--- src/rtl/mem_access_unit.sv ---
// mem_access_unit: RISC-V load/store initiator with sign/zero-extension and byte/half read-modify-write.
// Optional `MISALIGN_TRAP_EN turns misaligned H/HU/SH and W/SW requests into error responses.
module mem_access_unit #(
    parameter logic [31:0] START_ADDR = 32'h01000000,
    parameter logic [31:0] MEM_BYTES  = 32'd1048576
) (
    input  logic        clk,
    input  logic        rst_n,
    input  logic        req_valid,
    output logic        req_ready,
    input  logic        req_write,
    input  logic [2:0]  req_funct3,
    input  logic [31:0] req_addr,
    input  logic [31:0] req_wdata,
    output logic        resp_valid,
    input  logic        resp_ready,
    output logic [31:0] resp_rdata,
    output logic        resp_err,
    output logic [31:0] mem_address,
    output logic [31:0] mem_data_in,
    output logic        mem_w_enable,
    input  logic [31:0] mem_data_out
);
    typedef enum logic [2:0] {IDLE, ACCESS, RMW_RD, RMW_WR, RESP} state_t;
    localparam logic [31:0] LAST_ADDR = START_ADDR + MEM_BYTES - 32'd4;
    state_t      state;
    logic        wr_q;
    logic [2:0]  f3_q;
    logic [31:0] wdata_q, old_q, load_ext;
    logic        bad_f3, bad_range, bad_align, req_err;
    assign bad_f3 = (req_funct3[1:0] == 2'b11) || (req_funct3[2] && (req_write || req_funct3[1]));
    assign bad_range = (req_addr < START_ADDR) || (req_addr > LAST_ADDR);
`ifdef MISALIGN_TRAP_EN
    assign bad_align = (req_funct3[1:0] == 2'b01 && req_addr[0]) ||
                       (req_funct3[1:0] == 2'b10 && req_addr[1:0] != 2'b00);
`else
    assign bad_align = 1'b0;
`endif
    assign req_err = bad_f3 | bad_range | bad_align;
    assign load_ext = f3_q[1] ? mem_data_out :
                      f3_q[0] ? {{16{~f3_q[2] & mem_data_out[15]}}, mem_data_out[15:0]} :
                                {{24{~f3_q[2] & mem_data_out[7]}}, mem_data_out[7:0]};
    assign req_ready    = rst_n && state == IDLE;
    assign resp_valid   = rst_n && state == RESP;
    // Write strobe is gated by reset so an in-flight store is dropped at the reset edge
    assign mem_w_enable = rst_n && ((state == ACCESS && wr_q) || state == RMW_WR);
    assign mem_data_in  = !rst_n ? '0 :
                          state == RMW_WR ? (f3_q[0] ? {old_q[31:16], wdata_q[15:0]} : {old_q[31:8], wdata_q[7:0]}) :
                          wdata_q;
    always_ff @(posedge clk) begin
        if (!rst_n) begin
            state       <= IDLE;
            resp_rdata  <= '0;
            resp_err    <= 1'b0;
            old_q       <= '0;
            mem_address <= '0;
        end else begin
            case (state)
                IDLE: if (req_valid) begin
                    wr_q    <= req_write;
                    f3_q    <= req_funct3;
                    wdata_q <= req_wdata;
                    if (req_err) begin
                        resp_err   <= 1'b1;
                        resp_rdata <= '0;
                        state      <= RESP;
                    end else begin
                        mem_address <= req_addr;
                        state       <= (req_write && !req_funct3[1]) ? RMW_RD : ACCESS;
                    end
                end
                ACCESS: begin
                    resp_rdata <= wr_q ? '0 : load_ext;
                    resp_err   <= 1'b0;
                    state      <= RESP;
                end
                RMW_RD: begin
                    old_q <= mem_data_out;
                    state <= RMW_WR;
                end
                RMW_WR: begin
                    resp_rdata <= '0;
                    resp_err   <= 1'b0;
                    state      <= RESP;
                end
                RESP: if (resp_ready) state <= IDLE;
                default: state <= IDLE;
            endcase
        end
    end
endmodule

--- config.mk ---
export PLATFORM = sky130hd
export DESIGN_NAME = mem_access_unit
export DESIGN_NICKNAME = d
export VERILOG_FILES = /design/src/rtl/mem_access_unit.sv
export SDC_FILE = /design/constraint.sdc
export NUM_CORES = 1
export LEC_CHECK = 0
export ABC_AREA = 1
export BUFFER_PORTS_ARGS = -buffer_cell sky130_fd_sc_hd__buf_2
export CORE_ASPECT_RATIO = 0.5
export CORE_MARGIN = 10
export CORE_UTILIZATION = 49
export CTS_CLUSTER_SIZE = 30
export DETAILED_ROUTE_END_ITERATION = 8
export MAX_ROUTING_LAYER = met4
export PLACE_DENSITY = 0.8
export SLEW_MARGIN = 5
export SYNTH_ARGS = -nofsm -noshare
export SYNTH_HDL_FRONTEND = slang
export SYNTH_SLANG_ARGS = --single-unit
--- constraint.sdc ---
create_clock -name clk -period 5.5 [get_ports clk]
set_input_delay 0.825 -clock clk [delete_from_list [all_inputs] [get_ports clk]]
set_output_delay 0.825 -clock clk [all_outputs]
set_load 0.005 [all_outputs]
After elaboration in Yosys (flattened, before gate mapping)

Cells that the tools add are included.

Register bits after elaboration: 136
Latch bits: 0
RAM bits: 0
Bits in read-only memories: 0
Output and inout port bits: 100
Logic and storage cells: 60
Memories: 0

Add/sub/neg operators: 0
$mul: 0
Div/mod/pow operators: 0
Magnitude comparators: 2
Equal/unequal tests: 8
Shift operators: 0
Mux-type cells: 17
Bitwise operators: 5
Reduce and logical (&&, ||, !) cells: 20

Operator list:

| kind                 | count |
|---|---|
| $mux 32              | 7 |
| $pmux 32 s3          | 1 |
| $gt 32x25->1 const B | 1 |
| $lt 32x25->1 const B | 1 |
| $mux 16              | 1 |
| $pmux 3 s4           | 1 |
| $reduce_and 3->1     | 4 |
| $mux 3               | 3 |
| $eq 3x2->1 const B   | 2 |
| $logic_and 1x1->1    | 6 |
| $ne 2x2->1 const B   | 3 |
| $logic_or 1x1->1     | 4 |
| $eq 3x1->1 const B   | 1 |
| $eq 3x3->1 const B   | 1 |
| $logic_not 3->1      | 1 |
| $reduce_bool 3->1    | 1 |
| $and 1x1->1          | 2 |
| $eq 2x2->1 const B   | 1 |
| $mux 1               | 2 |
| $mux 2               | 1 |
| $not 1->1            | 2 |
| $pmux 1 s2           | 1 |
| $reduce_and 2->1     | 1 |
| $reduce_bool 2->1    | 1 |
| other kinds (3)      | 3 |

Longest topological paths before layout

Gate-level depths: netlist (run 1).

Depth after elaboration: 7
Mapped depth: 12
Depth with buffers taken out: 10

Worst setup path after synthesis (run 1)

OpenSTA, ideal clock, no wires.

Path kind: input port to flip-flop
From: in rst_n
To: reg f3_q[0] (enable)
Setup time: 474 ps
Arrival: 3766 ps
Required time: 5026 ps
Setup slack: 1260 ps
Cell stages on the path: 3
Cells stage by stage: clkbuf_1 inv_1 nor3_1

Cells in the longest elaborated chain, start to end: 1

RTL lines:

| item                       | line | source |
|---|---|---|
| start, declared            | 8    | `input logic rst_n,` |
| $reduce_and 3->1 (no line) | --   |  |
| end signal, assigned       | 61   | `f3_q <= req_funct3;` |
| end, declared              | 28   | `logic [2:0] f3_q;` |

No other way between the ends.
A chain may end at the register's enable or synchronous reset.

Worst setup path in the final report (run 1)

From: reg state[0]
To: out mem_data_in[9]

Cells in the longest elaborated chain, start to end: 3

RTL lines:

| item                   | line | source |
|---|---|---|
| start, declared        | 26   | `state_t state;` |
| start signal, assigned | 69   | `state <= (req_write && !req_funct3[1]) ? RMW_RD : ACCESS;` |
| $eq 3x2->1             | 48   | `state == RMW_WR ? (f3_q[0] ? {old_q[31:16], wdata_q[15:0]} : {old_q[31:8], wdata_q[7:0]}) :` |
| $mux 32                | 48   |  |
| $mux 32                | 47   | `assign mem_data_in = !rst_n ? '0 :` |
| end, declared          | 20   | `output logic [31:0] mem_data_in,` |

No other way between the ends.

==> impl_results.md, run 1 <==
* Top-area cell type share of the netlist area at 0.335
* Floorplan die height at 94.9 um
* Gate count after technology mapping at 700
* Number of nets produced by synthesis at 804
* DRC marker count from the first detailed-route iteration at 486
* Hold bufs inserted after CTS at 0
* Antenna-violating nets left at 0
* Vias in the first global route at 5037
* Total core area at 11000 um^2
* Maximum frequency from static timing analysis at 0.319 GHz
* Detailed-route vias per instance at 4.91
* Max FO, Critical Path at 16
* Clock tree from TritonCTS: built
* Post-CTS sizing at 0
* Width of the die at 170 um
* Setup TNS at 0 ns
* Share of final-layout standard cells stronger than drive strength 1 at 0.275
* Lkg Pwr at 3.53 nW
* Cell chosen for the clock root: sky130_fd_sc_hd__clkbuf_16
* Combinational share of power at 0.094
* Top area cells in the synthesized netlist: sky130_fd_sc_hd__dfxtp_1, sky130_fd_sc_hd__edfxtp_1, sky130_fd_sc_hd__nand2_1, sky130_fd_sc_hd__a21oi_1, sky130_fd_sc_hd__nor2_1
* Yosys warning count at 0
* I/O Pins at 204
* Initial antenna violation count at 1
* Final worst setup slack at 2.37 ns
* Crit share post-route at 0.570
* Post-synthesis cell type with the largest combined area: sky130_fd_sc_hd__dfxtp_1
* Crit-path cells: nand2_2 -> nor3_2 -> o21ai_0 -> a21oi_1 -> buf_2
* DRT Wirelength at 15600 um
* Hold violation total from the final report at 0
* Setup violation total in the final timing report at 0
* Pre-CTS setup slack at 2.43 ns
* Summed area of non-filler cells in the final layout at 7100 um^2
* Sink count of the clock tree at 128
* Max-slew headroom at 0.199
* Crit path max-delay cell type: sky130_fd_sc_hd__nor3_2
* Drt drc at 0
* I/O Buffers at 203
* Number of library cell types mapped by synthesis at 28
* Initial Util at 0.500
* Floorplan die area at 16100 um^2
* Count of state elements after synthesis at 128
* Worst reg-to-reg setup slack at 3.20 ns
* Kind of launch point of the worst setup path: flop
* Via Count at 5119
* Source-to-sink clock delay at the later pin of the worst-skew pair at 0.41 ns
* Arrival time worst endpoint at 2.31 ns
* Largest vdd supply drop at 219 uV
* Number of pins exceeding their max-slew limit in the final report at 0
* Row Count at 27
* Power per cell area at 329 nW/um^2
* Final Skew at 0.00738 ns
* Worst R2R Path Depth at 4
* Origin of the worst setup path: state[0]$_SDFFE_PN0P_
* Launching point of the worst reg2reg path: state[0]$_SDFFE_PN0P_
* Setup repair after global routing missed its margin: false
* Path type of the worst setup path: flop to output port
* Placed Instance Area at 6530 um^2
* Data required time of the worst path at 4.68 ns
* CP Capture Point: mem_data_in[9]
* Kind of end point of the critical path: output port
* Global-route wire length before repair at 24500 um
* Core Util, Final at 0.646
* Commonest cells after routing, fill and taps aside: sky130_fd_sc_hd__buf_2, sky130_fd_sc_hd__nand2_1, sky130_fd_sc_hd__nor2_1
* Sequential cell fraction of total power at 0.438
* Max-cap violations at 0
* Portion of total power attributed to the clock network at 0.468
* Min cycle time layout at 3.13 ns
* Final RePlAce weighted congestion at 0.855
* Setup Buffers After CTS at 0
* Number of levels the H-tree was split into at 4
* All-Layer GR Usage at 0.196
* Transition time of the tightest slew-check pin at 1.20 ns
* Routed len/inst at 15.0 um
* Net switching power figure at 0.529 mW
* Internal at 1.81 mW
* HPWL Detailed at 11400 um
* Leading cell type in the layout, fill and taps excluded: sky130_fd_sc_hd__buf_2
* Peak per-stage delay on the critical path at 0.76 ns
* FF-to-FF End: resp_rdata[0]$_SDFFE_PN0P_
* First-pass DRT Iterations at 5
* Clock transition at the registers of the reported paths at 0.05 ns
* Avg Synthesized Cell Area at 7.84 um^2
* Post-synthesis cell area at 5490 um^2
* Clock Path Buffers at 2
* Pin count of the biggest net entering global routing at 84
* Area growth from synthesis to layout at 29.3%
* Final Net Count at 987
* Total overflow reported by the global router at 0
* Status: completed
* Switching fraction of total power at 0.226
* Fraction of the yosys area taken by sequential cells at 0.532
* Num CTS Buffers at 17
* Worst hold-check path type: flop to flop
cell families after synthesis:
group / share of synthesized area
compound gates: 0.155
buf+inv: 0.101
flops: 0.532
simple gates: 0.211
critical path, delay by kind of cell, from the launching register on:
kind | cells | cell delay, ns
AO/OA/AOI/OAI | 2 | 0.40
buffers and inverters | 1 | 0.15
flip-flops | 1 | 0.45
AND/OR/NAND/NOR | 2 | 0.91
state kept, by name, indices dropped and copies added (netlist names):
register,flops
wr_q,1
old_q,24
wdata_q,32
state,3
resp_rdata,32
f3_q,3
resp_err,1
mem_address,32
worst min-delay path by stage:
stage | from | slack, ns | cells past startpoint | end
6_report | resp_err$_SDFFE_PN0P_ | 0.45 | 2 | resp_err$_SDFFE_PN0P_
5_1_grt | old_q[31]$_SDFFE_PN0N_ | 0.47 | 2 | old_q[31]$_SDFFE_PN0N_
4_1_cts | resp_err$_SDFFE_PN0P_ | 0.45 | 2 | resp_err$_SDFFE_PN0P_
3_5_place_dp | mem_address[24]$_SDFFE_PN0P_ | 0.44 | 2 | mem_address[24]$_SDFFE_PN0P_
3_3_place_gp | mem_address[24]$_SDFFE_PN0P_ | 0.43 | 2 | mem_address[24]$_SDFFE_PN0P_
2_1_floorplan | old_q[10]$_SDFFE_PN0N_ | 0.43 | 2 | old_q[10]$_SDFFE_PN0N_
cell usage after synthesis:
cell                         n
sky130_fd_sc_hd__dfxtp_1    92
sky130_fd_sc_hd__o21ai_0    59
sky130_fd_sc_hd__edfxtp_1   36
sky130_fd_sc_hd__clkinv_1    1
sky130_fd_sc_hd__o21ai_1     1
sky130_fd_sc_hd__inv_2       2
sky130_fd_sc_hd__nor3_4      1
sky130_fd_sc_hd__nand3_1    45
sky130_fd_sc_hd__buf_4       4
sky130_fd_sc_hd__nor2_4      2
sky130_fd_sc_hd__buf_1       4
sky130_fd_sc_hd__nor3_2      1
sky130_fd_sc_hd__nand2_2     2
sky130_fd_sc_hd__o21ai_2     1
sky130_fd_sc_hd__or4_1       1
sky130_fd_sc_hd__a21oi_1    83
sky130_fd_sc_hd__clkbuf_1   17
sky130_fd_sc_hd__nand4_2     1
sky130_fd_sc_hd__inv_1      86
sky130_fd_sc_hd__nor3_1      2
sky130_fd_sc_hd__nand4_1     2
sky130_fd_sc_hd__or2_2       1
sky130_fd_sc_hd__nor4_1      1
sky130_fd_sc_hd__nand2_1   122
sky130_fd_sc_hd__buf_2      18
sky130_fd_sc_hd__nor2_1     96
sky130_fd_sc_hd__o211ai_1   17
sky130_fd_sc_hd__buf_6       2
power by group through the flow:
stage / logic, mW / registers (mW) / clock network (mW)
4_1_cts: 0.223 / 1.02 / 1.11
5_1_grt: 0.251 / 1.03 / 1.15
2_1_floorplan: 0.116 / 1.05 / 0
6_report: 0.220 / 1.03 / 1.09
3_3_place_gp: 0.215 / 1.04 / 0
3_5_place_dp: 0.221 / 1.04 / 0
final cells by class:
type	count	area, um^2
clock buffers	24	452
flip-flops and latches	128	2920
clock inverters	8	113
diodes	1	2.50
multi-input cells	438	2030
fillers	947	3880
inverters	89	334
repair buffers	209	1060
well taps	145	181
metrics by stage:
step	hold WS (ns)	cells	total power, mW
after global routing	0.472	1042	2.43
after CTS	0.448	1041	2.36
after global placement	0.434	1009	1.26
after detailed placement	0.440	1009	1.27
after floorplan	0.430	700	1.16
final	0.446	1042	2.34
layer usage:
layer  global-route usage  share of wire
met5                    -              0
met4               0.0784          0.021
met3               0.0603          0.073
met2                0.329           0.50
met1                0.218           0.41
(Power assumes the default switching activity.)
==> run 2, diff against run 1 <==
==> constraint.sdc (replaced) <==
create_clock -name clk -period 3.25 [get_ports clk]
set_input_delay 0.4875 -clock clk [delete_from_list [all_inputs] [get_ports clk]]
set_output_delay 0.4875 -clock clk [all_outputs]
set_load 0.005 [all_outputs]
==> run 2 against run 1 <==
Final cell count is 0.48% higher. Setup slack got worse by 1.5 ns. Hold slack worse by 0.20 ns. Flip-flop and latch count stayed put. Routed wire length up 5.0%. Register-to-register slack got worse by 2.3 ns. Clock power increased by 82%. Die area is the same. Non-clock buffer count grew 5. Clock-buffer cell count up 3. Via count is 3.1% higher. Largest cell class unchanged. Highest routed layer unchanged.
==> impl_results.md, run 2 (same netlist as run 1, synthesis figures left out) <==
* Status: completed
* Setup violation total in the final timing report at 0
* Commonest cells after routing, fill and taps aside: sky130_fd_sc_hd__buf_2, sky130_fd_sc_hd__nand2_1, sky130_fd_sc_hd__nor2_1
* Core Util, Final at 0.656
* Total core area at 11000 um^2
* Placed Instance Area at 6590 um^2
* I/O Pins at 204
* Width of the die at 170 um
* Setup TNS at 0 ns
* Peak per-stage delay on the critical path at 0.45 ns
* Net switching power figure at 0.924 mW
* Initial antenna violation count at 0
* Drt drc at 0
* Sequential cell fraction of total power at 0.423
* Worst hold-check path type: primary input to flop
* Share of final-layout standard cells stronger than drive strength 1 at 0.283
* Final RePlAce weighted congestion at 0.794
* Kind of launch point of the worst setup path: flop
* Number of fillers in the final layout at 923
* Max-cap violations at 0
* Hold bufs inserted after CTS at 0
* Cell chosen for the clock root: sky130_fd_sc_hd__clkbuf_16
* Clock tree from TritonCTS: built
* Min cycle time layout at 2.37 ns
* DRC marker count from the first detailed-route iteration at 545
* Path type of the worst setup path: flop to output port
* Kind of end point of the critical path: output port
* Leading cell type in the layout, fill and taps excluded: sky130_fd_sc_hd__buf_2
* Vias in the first global route at 5303
* Setup repair after global routing missed its margin: false
* Largest registers ranked by flip-flop count: mem_address x32, resp_rdata x32, wdata_q x32
* Lkg Pwr at 3.59 nW
* Floorplan die height at 94.9 um
* Max-slew headroom at 0.207
* Source-to-sink clock delay at the later pin of the worst-skew pair at 0.41 ns
* Setup Buffers After CTS at 0
* All-Layer GR Usage at 0.209
* Transition time of the tightest slew-check pin at 1.19 ns
* Data required time of the worst path at 2.76 ns
* Num CTS Buffers at 17
* Initial Util at 0.500
* I/O Buffers at 203
* Power per cell area at 569 nW/um^2
* Area growth from synthesis to layout at 31.2%
* Post-CTS sizing at 0
* Largest vdd supply drop at 339 uV
* Arrival time worst endpoint at 1.88 ns
* Detailed-route vias per instance at 5.04
* Internal at 3.18 mW
* Crit path max-delay cell type: sky130_fd_sc_hd__dfxtp_1
* Pin count of the biggest net entering global routing at 53
* Routed len/inst at 15.7 um
* First-pass DRT Iterations at 6
* Final Skew at 0.00556 ns
* Crit share post-route at 0.728
* Clock transition at the registers of the reported paths at 0.06 ns
* Maximum frequency from static timing analysis at 0.423 GHz
* Floorplan die area at 16100 um^2
* Summed area of non-filler cells in the final layout at 7200 um^2
* Total power after layout at 4.10 mW
* Placed Cells at 1014
* Switching fraction of total power at 0.225
* Global-route wire length before repair at 26100 um
* Sink count of the clock tree at 128
* Portion of total power attributed to the clock network at 0.484
* Via Count at 5280
* Combinational share of power at 0.093
* Hold violation total from the final report at 0
* Total overflow reported by the global router at 0
* Clock Path Buffers at 2
* Crit-path cells: nand2_2 -> nor2_1 -> buf_4 -> o21ai_0 -> a21oi_1 -> buf_2
* Number of levels the H-tree was split into at 4
* Max FO, Critical Path at 32
* Antenna-violating nets left at 0
* Post-Layout Cell Count at 1047
* Row Count at 27
* DRT Wirelength at 16400 um
* Final Net Count at 992
* HPWL Detailed at 11800 um
* Number of pins exceeding their max-slew limit in the final report at 0
-- run 2: changes by cell type in the layout (fill, tap and decap cells not counted) --
cell | previous run | this run
sky130_fd_sc_hd__clkinv_2 | 3 | 2
sky130_fd_sc_hd__nor3_4 | 1 | 2
sky130_fd_sc_hd__clkbuf_8 | 0 | 5
sky130_fd_sc_hd__buf_4 | 7 | 11
sky130_fd_sc_hd__clkinv_1 | 3 | 1
sky130_fd_sc_hd__clkbuf_1 | 7 | 5
sky130_fd_sc_hd__nor3_2 | 2 | 1
sky130_fd_sc_hd__buf_12 | 0 | 1
-- run 2: worst paths after layout --
path                                       startpoint                     end  slack [ns]  cells after the start
worst min register to register  old_q[8]$_SDFFE_PN0N_   old_q[8]$_SDFFE_PN0N_        0.45                      2
worst min-delay path                    req_wdata[29]   wdata_q[29]$_DFFE_PP_        0.25                      1
worst max-delay path            state[0]$_SDFFE_PN0P_         mem_data_in[30]        0.88                      6
worst max register to register  state[1]$_SDFFE_PN0P_  old_q[23]$_SDFFE_PN0N_        0.90                      5
-- run 2: metal layers --
metal,part of all wire,routed length [um],GRT usage
met3,0.062,1020,0.0499
met5,0,0,-
met1,0.41,6790,0.231
met2,0.50,8210,0.355
met4,0.023,374,0.0958
-- run 2: critical path, delay by kind of cell (launching register included) --
kind / cells / cell delay (ns)
flip-flops: 1 / 0.45
buffers and inverters: 2 / 0.43
AO/OA/AOI/OAI: 2 / 0.31
AND/OR/NAND/NOR: 2 / 0.27
-- run 2: cell type report --
class / count / area [um^2] / area share
diodes: 1 / 2.50 / 0.000347
multi-input cells: 438 / 2040 / 0.283
inverters: 89 / 334 / 0.0464
flip-flops and latches: 128 / 2920 / 0.406
well taps: 145 / 181 / 0.0252
clock buffers: 27 / 513 / 0.0712
repair buffers: 214 / 1110 / 0.155
clock inverters: 5 / 100 / 0.0139
-- run 2: power by group through the flow --
stage	registers, mW	logic, mW	clock network (mW)
6_report	1.74	0.381	1.98
5_1_grt	1.74	0.431	2.06
4_1_cts	1.74	0.383	2.01
3_5_place_dp	1.77	0.380	0
3_3_place_gp	1.77	0.368	0
2_1_floorplan	1.77	0.197	0
-- run 2: per-stage QoR --
stage | hold WS, ns | setup slack, ns
after detailed placement | 0.444 | 0.848
after floorplan | 0.430 | 0.440
after global placement | 0.435 | 0.917
final | 0.247 | 0.884
after global routing | 0.232 | 0.664
after CTS | 0.234 | 0.886
==> run 3, diff against run 2 <==
==> constraint.sdc (replaced) <==
create_clock -name clk -period 2.3 [get_ports clk]
set_input_delay 0.345 -clock clk [delete_from_list [all_inputs] [get_ports clk]]
set_output_delay 0.345 -clock clk [all_outputs]
set_load 0.005 [all_outputs]
==> run 3 against run 2 <==
Clock power grew 39%. Largest cell class unchanged. Total power is 40% higher. Largest power group unchanged. Die area unchanged. Setup slack worse by 0.77 ns. Hold slack lost 0.14 ns.
==> impl_results.md, run 3 (same netlist as run 1, synthesis figures left out) <==
* Status: completed
* Final RePlAce weighted congestion at 0.856
* Detailed-route vias per instance at 4.97
* HPWL Detailed at 11500 um
* Kind of launch point of the worst setup path: flop
* Min cycle time layout at 2.18 ns
* Data required time of the worst path at 1.96 ns
* Total core area at 11000 um^2
* All-Layer GR Usage at 0.197
* Crit share post-route at 0.950
* DRT Wirelength at 15700 um
* Max FO, Critical Path at 16
* Multi-input combinational cell area at 2040 um^2
* Setup repair after global routing missed its margin: false
* Largest vdd supply drop at 523 uV
* Peak per-stage delay on the critical path at 0.43 ns
* Row Count at 27
* Kind of end point of the critical path: output port
* Number of fillers in the final layout at 964
* Setup TNS at 0 ns
* Floorplan die area at 16100 um^2
* Share of final-layout standard cells stronger than drive strength 1 at 0.291
* I/O Pins at 204
* Initial Util at 0.500
* Global-route wire length before repair at 24500 um
* Final Net Count at 994
* Power per cell area at 793 nW/um^2
* Cell chosen for the clock root: sky130_fd_sc_hd__clkbuf_16
* Arrival time worst endpoint at 1.84 ns
* Worst hold-check path type: primary input to flop
* Clock Path Buffers at 2
* Crit path max-delay cell type: sky130_fd_sc_hd__dfxtp_1
* Total overflow reported by the global router at 0
* Path type of the worst setup path: flop to output port
* Setup violation total in the final timing report at 0
* Worst reg-to-reg setup slack at 0.27 ns
* Maximum frequency from static timing analysis at 0.458 GHz
* First-pass DRT Iterations at 5
* Via Count at 5223
* Max-slew headroom at 0.514
* Area occupied by registers at 2920 um^2
* Crit-path cells: inv_1 -> nor3_2 -> buf_6 -> o21ai_0 -> a21oi_1 -> buf_2
* Top Family by Delay on Critical Path: buffers and inverters
* Floorplan die height at 94.9 um
* DRC marker count from the first detailed-route iteration at 421
* Initial antenna violation count at 1
* Area growth from synthesis to layout at 31.8%
* Routed len/inst at 14.9 um
* Transition time of the tightest slew-check pin at 0.727 ns
* Hold violation total from the final report at 0
* WP buf/inv at 3
* Vias in the first global route at 4986
* Final Skew at 0.00619 ns
* Number of levels the H-tree was split into at 4
* Leading cell type in the layout, fill and taps excluded: sky130_fd_sc_hd__buf_2
* I/O Buffers at 203
* Clock tree from TritonCTS: built
* Pin count of the biggest net entering global routing at 66
* Width of the die at 170 um
* Core Util, Final at 0.659
* Number of pins exceeding their max-slew limit in the final report at 0
* Sink count of the clock tree at 128
* Drt drc at 0
* Num CTS Buffers at 17
* Commonest cells after routing, fill and taps aside: sky130_fd_sc_hd__buf_2, sky130_fd_sc_hd__nand2_1, sky130_fd_sc_hd__nor2_1
* Source-to-sink clock delay at the later pin of the worst-skew pair at 0.41 ns
* Max-cap violations at 0
* Lkg Pwr at 3.59 nW
* Antenna-violating nets left at 0
* Hold bufs inserted after CTS at 0
* Largest registers ranked by flip-flop count: mem_address x32, resp_rdata x32, wdata_q x32
* Clock transition at the registers of the reported paths at 0.06 ns
## run 3: power breakdown
part | internal, mW | switching, mW
combinational | 0.231 | 0.301
clock | 1.72 | 1.04
sequential | 2.41 | 0.0385
total | 4.36 | 1.38
## run 3: path summary, 6_finish.rpt
kind,from,endpoint,depth (start not counted)
setup / recovery,state[1]$_SDFFE_PN0P_,mem_data_in[8],6
hold / removal,req_wdata[13],wdata_q[13]$_DFFE_PP_,1
setup reg to reg,state[1]$_SDFFE_PN0P_,resp_rdata[12]$_SDFFE_PN0P_,8
hold reg to reg,mem_address[23]$_SDFFE_PN0P_,mem_address[23]$_SDFFE_PN0P_,2
## run 3: what timing repair did
item,CTS,global route
buffers inserted,0,0
setup endpoints to repair,0,4
gates resized for setup,0,2
## run 3: cell type report
class,instances,area share
Antenna cell,2,0.000692
Clock buffer,17,0.0588
Clock inverter,15,0.0256
Inverter,89,0.0462
Multi-Input combinational cell,438,0.281
Sequential cell,128,0.404
Tap cell,145,0.0251
Timing Repair Buffer,216,0.158
## run 3: per-stage QoR
step	hold slack (ns)	area, um^2	std cells	total power [mW]	setup WS [ns]
2_1_floorplan	0.430	5500	700	2.78	0.157
3_3_place_gp	0.436	6620	1016	3.02	0.330
3_5_place_dp	0.442	6620	1016	3.03	0.281
4_1_cts	0.0919	7230	1048	5.78	0.0797
5_1_grt	0.0936	7230	1049	5.97	0.00610
6_report	0.105	7240	1050	5.73	0.115
## run 3: metal layers
layer,track usage,wire [um],up-vias
li1,-,-,2660
met1,0.216,6390,2356
met2,0.340,7920,181
met3,0.0529,1090,26
met4,0.0740,256,0
met5,-,0,-
